## config.mk

```make
export PLATFORM = sky130hd
export DESIGN_NAME = control_sequencer_flat
export DESIGN_NICKNAME = d
export VERILOG_FILES = /design/src/rtl/cpu_pkg.sv /design/src/rtl/control_sequencer_if.sv /design/src/rtl/control_sequencer_microcode_rom.sv /design/src/rtl/control_sequencer.sv /design/src/flat_wrapper.sv
export SDC_FILE = /design/constraint.sdc
export NUM_CORES = 1
export LEC_CHECK = 0
export BUFFER_PORTS_ARGS = -buffer_cell sky130_fd_sc_hd__clkbuf_2
export CORE_UTILIZATION = 42
export DETAILED_ROUTE_END_ITERATION = 16
export GPL_TIMING_DRIVEN = 0
export PLACE_DENSITY = 0.7
export SLEW_MARGIN = 10
export SYNTH_ARGS = -nofsm -noshare
export SYNTH_HDL_FRONTEND = slang
export SYNTH_HIERARCHICAL = 1
export SYNTH_SLANG_ARGS = --single-unit
```

## constraint.sdc

```tcl
create_clock -name clk -period 2 [get_ports clk]
set_clock_uncertainty 0.2 [all_clocks]
set_input_delay 0.4 -clock clk [delete_from_list [all_inputs] [get_ports clk]]
set_output_delay 0.4 -clock clk [all_outputs]
set_load 0.02 [all_outputs]
```

## src/rtl/cpu_pkg.sv

```systemverilog
// ---------------------------------------------------------------------------
// cpu_pkg
//   Shared definitions for the 8-bit CPU control path. The instruction
//   decoder and the assembler test vectors use the same definitions.
//   Contents:
//     OP_*        4-bit opcode values (instruction register [7:4])
//     CW_*        bit positions of the 16 control lines in a control word
//     STEP_*      micro-step numbers for fetch and execute
//     seq_state_t run/halt state of the sequencer
//     cw_bit()    one-hot control word for a single line
// ---------------------------------------------------------------------------
package cpu_pkg;

    localparam logic [3:0] OP_NOP = 4'h0;
    localparam logic [3:0] OP_LDA = 4'h1;
    localparam logic [3:0] OP_ADD = 4'h2;
    localparam logic [3:0] OP_SUB = 4'h3;
    localparam logic [3:0] OP_STA = 4'h4;
    localparam logic [3:0] OP_LDI = 4'h5;
    localparam logic [3:0] OP_JMP = 4'h6;
    localparam logic [3:0] OP_JC  = 4'h7;
    localparam logic [3:0] OP_JZ  = 4'h8;
    localparam logic [3:0] OP_OUT = 4'hE;
    localparam logic [3:0] OP_HLT = 4'hF;

    // Control word layout, MSB first: hlt mi ri ro io ii ai ao eo su bi oi ce co j fi
    localparam int CW_WIDTH = 16;
    localparam int CW_HLT   = 15;
    localparam int CW_MI    = 14;
    localparam int CW_RI    = 13;
    localparam int CW_RO    = 12;
    localparam int CW_IO    = 11;
    localparam int CW_II    = 10;
    localparam int CW_AI    = 9;
    localparam int CW_AO    = 8;
    localparam int CW_EO    = 7;
    localparam int CW_SU    = 6;
    localparam int CW_BI    = 5;
    localparam int CW_OI    = 4;
    localparam int CW_CE    = 3;
    localparam int CW_CO    = 2;
    localparam int CW_J     = 1;
    localparam int CW_FI    = 0;

    localparam int STEP_FETCH0 = 0;
    localparam int STEP_FETCH1 = 1;
    localparam int STEP_EXEC0  = 2;
    localparam int STEP_EXEC1  = 3;
    localparam int STEP_EXEC2  = 4;

    typedef logic [CW_WIDTH-1:0] cw_t;

    typedef enum logic {
        SEQ_RUN  = 1'b0,
        SEQ_HALT = 1'b1
    } seq_state_t;

    function automatic cw_t cw_bit(input int idx);
        return cw_t'(1) << idx;
    endfunction

endpackage

```

## src/rtl/control_sequencer_if.sv

```systemverilog
// ---------------------------------------------------------------------------
// control_sequencer_if
//   Signals between the control sequencer and the rest of the CPU.
//   Inputs to the sequencer:  opcode[3:0], cf, zf
//   Outputs of the sequencer: step, halted, and the 16 control lines
//   modport master : the sequencer side
//   modport slave  : the CPU datapath side
//
//   Timing contract (there is no valid/ready; every cycle carries a word):
//   the control lines are a combinational function of the current step,
//   opcode, cf, zf and halted, and they are valid for the whole cycle in
//   which step shows that value. The datapath acts on them at the next
//   rising clk edge, which is also the edge at which step advances.
// ---------------------------------------------------------------------------
interface control_sequencer_if #(
    parameter int STEP_W = 3
);
    logic [3:0]        opcode;
    logic              cf;
    logic              zf;
    logic [STEP_W-1:0] step;
    logic              halted;
    logic hlt, mi, ri, ro, io, ii, ai, ao, eo, su, bi, oi, ce, co, j, fi;

    modport master (
        input  opcode, cf, zf,
        output step, halted,
        output hlt, mi, ri, ro, io, ii, ai, ao, eo, su, bi, oi, ce, co, j, fi
    );

    modport slave (
        output opcode, cf, zf,
        input  step, halted,
        input  hlt, mi, ri, ro, io, ii, ai, ao, eo, su, bi, oi, ce, co, j, fi
    );
endinterface

```

## src/rtl/control_sequencer_microcode_rom.sv

```systemverilog
// ---------------------------------------------------------------------------
// microcode_rom
//   Purely combinational microcode table.
//   Ports:
//     opcode [3:0]       instruction opcode
//     step   [STEP_W-1:0] current micro-step
//     cf, zf             ALU flags; only consulted by JC/JZ at the first
//                        execute step
//     cw     [15:0]      control word (bit layout in cpu_pkg)
//   Steps beyond the last execute step yield an all-zero word.
// ---------------------------------------------------------------------------
module microcode_rom
    import cpu_pkg::*;
#(
    parameter int STEP_W = 3
) (
    input  logic [3:0]        opcode,
    input  logic [STEP_W-1:0] step,
    input  logic              cf,
    input  logic              zf,
    output cw_t               cw
);

    always_comb begin
        cw = '0;
        if (step == STEP_W'(STEP_FETCH0)) begin
            cw = cw_bit(CW_CO) | cw_bit(CW_MI);
        end else if (step == STEP_W'(STEP_FETCH1)) begin
            cw = cw_bit(CW_RO) | cw_bit(CW_II) | cw_bit(CW_CE);
        end else if (step == STEP_W'(STEP_EXEC0)) begin
            case (opcode)
                OP_LDA, OP_ADD, OP_SUB, OP_STA: cw = cw_bit(CW_IO) | cw_bit(CW_MI);
                OP_LDI: cw = cw_bit(CW_IO) | cw_bit(CW_AI);
                OP_JMP: cw = cw_bit(CW_IO) | cw_bit(CW_J);
                // A jump not taken leaves the word empty, which ends the instruction early.
                OP_JC:  cw = cf ? (cw_bit(CW_IO) | cw_bit(CW_J)) : '0;
                OP_JZ:  cw = zf ? (cw_bit(CW_IO) | cw_bit(CW_J)) : '0;
                OP_OUT: cw = cw_bit(CW_AO) | cw_bit(CW_OI);
                OP_HLT: cw = cw_bit(CW_HLT);
                default: cw = '0;
            endcase
        end else if (step == STEP_W'(STEP_EXEC1)) begin
            case (opcode)
                OP_LDA:         cw = cw_bit(CW_RO) | cw_bit(CW_AI);
                OP_ADD, OP_SUB: cw = cw_bit(CW_RO) | cw_bit(CW_BI);
                OP_STA:         cw = cw_bit(CW_AO) | cw_bit(CW_RI);
                default:        cw = '0;
            endcase
        end else if (step == STEP_W'(STEP_EXEC2)) begin
            case (opcode)
                OP_ADD:  cw = cw_bit(CW_EO) | cw_bit(CW_AI) | cw_bit(CW_FI);
                OP_SUB:  cw = cw_bit(CW_EO) | cw_bit(CW_AI) | cw_bit(CW_SU) | cw_bit(CW_FI);
                default: cw = '0;
            endcase
        end
    end

endmodule

```

## src/rtl/control_sequencer.sv

```systemverilog
// ---------------------------------------------------------------------------
// control_sequencer
//   Microcode sequencer for the 8-bit CPU. Holds the micro-step counter and
//   the sticky halt state, terminates instructions early when an execute
//   step has nothing to do, and fans the microcode word out to the named
//   control lines.
//   Ports:
//     clk    system clock, rising edge
//     clr_n  asynchronous active-low reset (step=0, not halted)
//     bus    control_sequencer_if.master: opcode/cf/zf in; step, halted and
//            the control lines out
//   Parameters:
//     STEPS  micro-steps per instruction (counter wraps after STEPS-1)
//     STEP_W counter width; 2**STEP_W must be >= STEPS
// ---------------------------------------------------------------------------
module control_sequencer
    import cpu_pkg::*;
#(
    parameter int STEPS  = 5,
    parameter int STEP_W = 3
) (
    input  logic                 clk,
    input  logic                 clr_n,
    control_sequencer_if.master  bus
);

    logic [STEP_W-1:0] step_q;
    seq_state_t        state_q;
    cw_t               cw_raw;
    cw_t               cw;
    logic              last_step;
    logic              early_done;

    microcode_rom #(
        .STEP_W (STEP_W)
    ) u_rom (
        .opcode (bus.opcode),
        .step   (step_q),
        .cf     (bus.cf),
        .zf     (bus.zf),
        .cw     (cw_raw)
    );

    // While halted only hlt is driven, regardless of opcode or flags.
    assign cw = (state_q == SEQ_HALT) ? cw_bit(CW_HLT) : cw_raw;

    assign last_step  = (step_q == STEP_W'(STEPS - 1));
    // Fetch words are never empty, so the zero test only matters from T2 on.
    assign early_done = (step_q >= STEP_W'(STEP_EXEC0)) && (cw_raw == '0);

    always_ff @(posedge clk or negedge clr_n) begin
        if (!clr_n) begin
            step_q  <= '0;
            state_q <= SEQ_RUN;
        end else begin
            case (state_q)
                SEQ_RUN: begin
                    if (cw_raw[CW_HLT]) begin
                        // step is left where it is so the halting step stays visible
                        state_q <= SEQ_HALT;
                    end else if (early_done || last_step) begin
                        step_q <= '0;
                    end else begin
                        step_q <= step_q + STEP_W'(1);
                    end
                end
                SEQ_HALT: begin
                    state_q <= SEQ_HALT;
                end
                default: begin
                    state_q <= SEQ_RUN;
                    step_q  <= '0;
                end
            endcase
        end
    end

    assign bus.step   = step_q;
    assign bus.halted = (state_q == SEQ_HALT);

    assign bus.hlt = cw[CW_HLT];
    assign bus.mi  = cw[CW_MI];
    assign bus.ri  = cw[CW_RI];
    assign bus.ro  = cw[CW_RO];
    assign bus.io  = cw[CW_IO];
    assign bus.ii  = cw[CW_II];
    assign bus.ai  = cw[CW_AI];
    assign bus.ao  = cw[CW_AO];
    assign bus.eo  = cw[CW_EO];
    assign bus.su  = cw[CW_SU];
    assign bus.bi  = cw[CW_BI];
    assign bus.oi  = cw[CW_OI];
    assign bus.ce  = cw[CW_CE];
    assign bus.co  = cw[CW_CO];
    assign bus.j   = cw[CW_J];
    assign bus.fi  = cw[CW_FI];

endmodule

```

## src/flat_wrapper.sv

```systemverilog
// flat-port wrapper written by rule: the top's interface ports become plain ports
module control_sequencer_flat import cpu_pkg::*;
#(
    parameter int STEPS  = 5,
    parameter int STEP_W = 3
)
  (clk, clr_n, bus_opcode, bus_cf, bus_zf, bus_step, bus_halted, bus_hlt, bus_mi, bus_ri, bus_ro, bus_io, bus_ii, bus_ai, bus_ao, bus_eo, bus_su, bus_bi, bus_oi, bus_ce, bus_co, bus_j, bus_fi);
  control_sequencer_if #(.STEP_W(STEP_W)) bus_i ();
  input  logic clk;
  input  logic clr_n;
  input wire logic [$bits(bus_i.opcode)-1:0] bus_opcode;
  input wire logic [$bits(bus_i.cf)-1:0] bus_cf;
  input wire logic [$bits(bus_i.zf)-1:0] bus_zf;
  output wire logic [$bits(bus_i.step)-1:0] bus_step;
  output wire logic [$bits(bus_i.halted)-1:0] bus_halted;
  output wire logic [$bits(bus_i.hlt)-1:0] bus_hlt;
  output wire logic [$bits(bus_i.mi)-1:0] bus_mi;
  output wire logic [$bits(bus_i.ri)-1:0] bus_ri;
  output wire logic [$bits(bus_i.ro)-1:0] bus_ro;
  output wire logic [$bits(bus_i.io)-1:0] bus_io;
  output wire logic [$bits(bus_i.ii)-1:0] bus_ii;
  output wire logic [$bits(bus_i.ai)-1:0] bus_ai;
  output wire logic [$bits(bus_i.ao)-1:0] bus_ao;
  output wire logic [$bits(bus_i.eo)-1:0] bus_eo;
  output wire logic [$bits(bus_i.su)-1:0] bus_su;
  output wire logic [$bits(bus_i.bi)-1:0] bus_bi;
  output wire logic [$bits(bus_i.oi)-1:0] bus_oi;
  output wire logic [$bits(bus_i.ce)-1:0] bus_ce;
  output wire logic [$bits(bus_i.co)-1:0] bus_co;
  output wire logic [$bits(bus_i.j)-1:0] bus_j;
  output wire logic [$bits(bus_i.fi)-1:0] bus_fi;
  assign bus_i.opcode = bus_opcode;
  assign bus_i.cf = bus_cf;
  assign bus_i.zf = bus_zf;
  assign bus_step = bus_i.step;
  assign bus_halted = bus_i.halted;
  assign bus_hlt = bus_i.hlt;
  assign bus_mi = bus_i.mi;
  assign bus_ri = bus_i.ri;
  assign bus_ro = bus_i.ro;
  assign bus_io = bus_i.io;
  assign bus_ii = bus_i.ii;
  assign bus_ai = bus_i.ai;
  assign bus_ao = bus_i.ao;
  assign bus_eo = bus_i.eo;
  assign bus_su = bus_i.su;
  assign bus_bi = bus_i.bi;
  assign bus_oi = bus_i.oi;
  assign bus_ce = bus_i.ce;
  assign bus_co = bus_i.co;
  assign bus_j = bus_i.j;
  assign bus_fi = bus_i.fi;
  control_sequencer #(.STEPS(STEPS), .STEP_W(STEP_W)) u_core (.clk(clk), .clr_n(clr_n), .bus(bus_i));
endmodule
```

==> flow_metrics.py <==
metrics = {
    "status": {
        "status": "finished, violations left",
        "violations": "negative setup slack",
    },
    "power": {
        "power.switching_mw": 1.05,
        "finalPower_mw": 2.02,
        "max-vdd-ir-drop_v": 0.00127,
        "intPower_mw": 0.971,
        "p_leak_nw": 0.634,
        "power_frac_seq_pct": 10.9,
        "p_sw_share_pct": 52.0,
        "clkPwrFrac_pct": 6.1,
        "power.density_nw_per_um2": 1400,
        "power_frac_comb_pct": 83.0,
    },
    "critical_path": {
        "path_class": "reg2reg",
        "reg2reg_depth": 9,
        "cp_data_required_time_ns": 1.92,
        "r2r-end": "u_core/bus.step[2]",
        "reg2reg_slack_ns": -0.34,
        "timing.rr.start": "u_core/bus.step[1]",
        "crit_fanout": 4,
        "crit_path_start_kind": "register",
        "critPathArrivalTime_ns": 2.26,
        "crit_path_end_kind": "register",
    },
    "grt": {
        "grt_pass1_wl_mm": 4.62,
        "grt_use_total_pct": 35.2,
        "overflow": 0,
        "grt_max_degree": 11,
        "antenna_found_initial": 0,
        "grt_pass1_vias": 947,
    },
    "floorplanning": {
        "die_w_um": 41.9,
        "core_um2": 1490,
        "fp-row-count": 14,
        "ioPinCount": 28,
        "die_area_um2": 1750,
        "initial_core_util_pct": 44.9,
        "die_h_um": 41.9,
    },
    "drt": {
        "dr.pass1.iters": 4,
        "vias_per_cell": 6.65,
        "first_iter_violations": 49,
        "num_vias": 1104,
        "drcViolationCount": 0,
        "final_antenna_net_count": 0,
        "wl_per_cell_um": 22.9,
        "wl_mm": 3.80,
    },
    "sta": {
        "final.period_utilization_pct": 117,
        "finalSetupViolCount": 19,
        "slew_violations": 0,
        "min_period_ns": 2.34,
        "tightest_slew_ns": 0.606,
        "rsz0062_at_grt": "true",
        "max_freq_mhz": 428,
        "max-slew-margin-rel_pct": 59.6,
        "fin_ws_ns": -0.339,
        "hold_viol": 0,
    },
    "clock_network": {
        "cts_sinks": 4,
        "cts_buffers": 3,
        "root_buffer": "clkbuf_4",
        "htreeDepth": 1,
        "cts_tree": "done",
        "insertion_delay_ns": 0.25,
        "clk_pin_slew_ns": 0.05,
        "clk_path_buf_depth": 2,
    },
    "place": {
        "placed_cells_incl_taps": 132,
        "place_congestion": 0.866,
        "dpl.hpwl_mm": 1.30,
        "place_area_um2": 876,
        "portBuffers": 26,
    },
    "cells_and_area": {
        "n_antenna_cell": 0,
        "drive_gt1_share_pct": 72.7,
        "layout.nets": 162,
        "multi_input_area_um2": 727,
        "stdcell_count": 166,
        "fin_area_um2": 1450,
        "area_delta_synth_final_pct": 117,
        "ff_latch_area_um2": 104,
        "fillers": 24,
    },
    "hold_path": {
        "holdCritPathClass": "in2async",
    },
    "job": {
        "maxCapViolations": 0,
    },
    "synthesis": {
        "synthArstFlopShare_pct": 100,
        "synth_edf_count": 0,
        "synthFlopType": "dfrtp_1",
        "yosysWarnings": 6,
        "ys_seq_elements": 4,
        "syn-num-nets": 101,
        "synth.cell_area_um2": 668,
        "syn-instance-count": 90,
        "seq_area_frac_synth_pct": 15.0,
        "synth_cell_types": 36,
        "syn_avg_cell_area_um2": 7.42,
    },
}
[registers in the layout (all words and copies together) (netlist names)]
signal,cells
u_core/bus.halted,1
u_core/bus.step,3
[power groups by stage]
stage	clock [mW]	sequential, mW	combinational, mW
2_1_floorplan	0	0.244	0.612
6_report	0.124	0.220	1.68
3_5_place_dp	0	0.218	0.848
3_3_place_gp	0	0.215	0.838
5_1_grt	0.128	0.222	1.73
4_1_cts	0.115	0.188	1.26
[cell families after synthesis]
group | Yosys count | share of synthesized area [%]
and+or+nand+nor | 54 | 51.9
DFF | 4 | 15.0
AOI/OAI and AO/OA | 14 | 13.3
buffers and inverters | 13 | 11.4
adders and majority gates | 3 | 5.62
muxes | 1 | 1.50
xor gates and xnor gates | 1 | 1.31
[stage by stage]
stage	setup WS (ns)	setup TNS [ns]	hold WS, ns	util [%]
floorplan	-0.0814	-0.186	-0.0956	-
global placement	-0.320	-2.07	0.00621	58.8
detailed placement	-0.355	-2.23	0.00652	58.8
CTS	-0.189	-2.22	0.288	83.5
global route	-0.406	-4.99	0.314	97.3
finish	-0.339	-4.53	0.294	97.3
[how the worst max path moves through the flow]
stage | from | depth (start not counted) | slack [ns] | endpoint
floorplan | u_core/bus.step[0] | 5 | -0.08 | bus_io
global placement | bus_opcode[2] | 8 | -0.32 | u_core/bus.step[2]
detailed placement | bus_opcode[2] | 8 | -0.36 | u_core/bus.step[2]
CTS | u_core/bus.step[2] | 6 | -0.19 | bus_hlt
global route | u_core/bus.step[1] | 9 | -0.41 | u_core/bus.step[2]
finish | u_core/bus.step[1] | 9 | -0.34 | u_core/bus.step[2]
[critical path, stage by stage (launching register included)]
cell and delay, ns:
dfrtp_2 0.43, and2b_2 0.26, nand3_4 0.12, nor4_4 0.06, buf_4 0.15, buf_4 0.12, nor4_2 0.24, nand4_1 0.24
o211ai_1 0.27, mux2i_1 0.12
[routing by layer]
layer,vias to the layer above,wire length [um],track usage [%]
li1,445,-,-
met1,496,1240,41.7
met2,122,1760,59.1
met3,41,457,5.65
met4,0,340,21.3
met5,-,0,0
[synthesized netlist by cell type (all sizes together) (3+ instances only)]
master   n  area (um^2)
dfrtp    4          100
nor4     9         81.3
nor2b   15         93.8
a21oi    6         30.0
buf      6         50.0
nor2     8         32.5
ha       3         37.5
o21ai    3         15.0
nand2    7         26.3
inv      5         18.8
[final cells by class]
| type | count | area share, % |
|---|---|---|
| Timing Repair Buffer | 56 | 32.4 |
| Inverter | 6 | 1.90 |
| Clock buffer | 4 | 1.81 |
| Buffer | 7 | 5.18 |
| Sequential cell | 4 | 7.17 |
| Tap cell | 16 | 1.38 |
| Multi-Input combinational cell | 73 | 50.2 |
[timing repair]
item	4_1_cts	5_1_grt
endpoints found under the hold margin	4	0
setup buffers	17	12
hold buffers	1	0
pin swaps	7	14
resized for setup	48	37
setup endpoints to repair	19	19
[layout by cell type (no fill, tap or decap), drive strengths merged, types with 3 or more instances in the layout]
cell,count
buf,45
clkbuf,21
nor2b,15
nor4,9
nor2,8
nand2,7
a21oi,6
inv,4
dfrtp,4
ha,3
o21ai,3
Note: power is estimated with default switching activity, not from simulation.
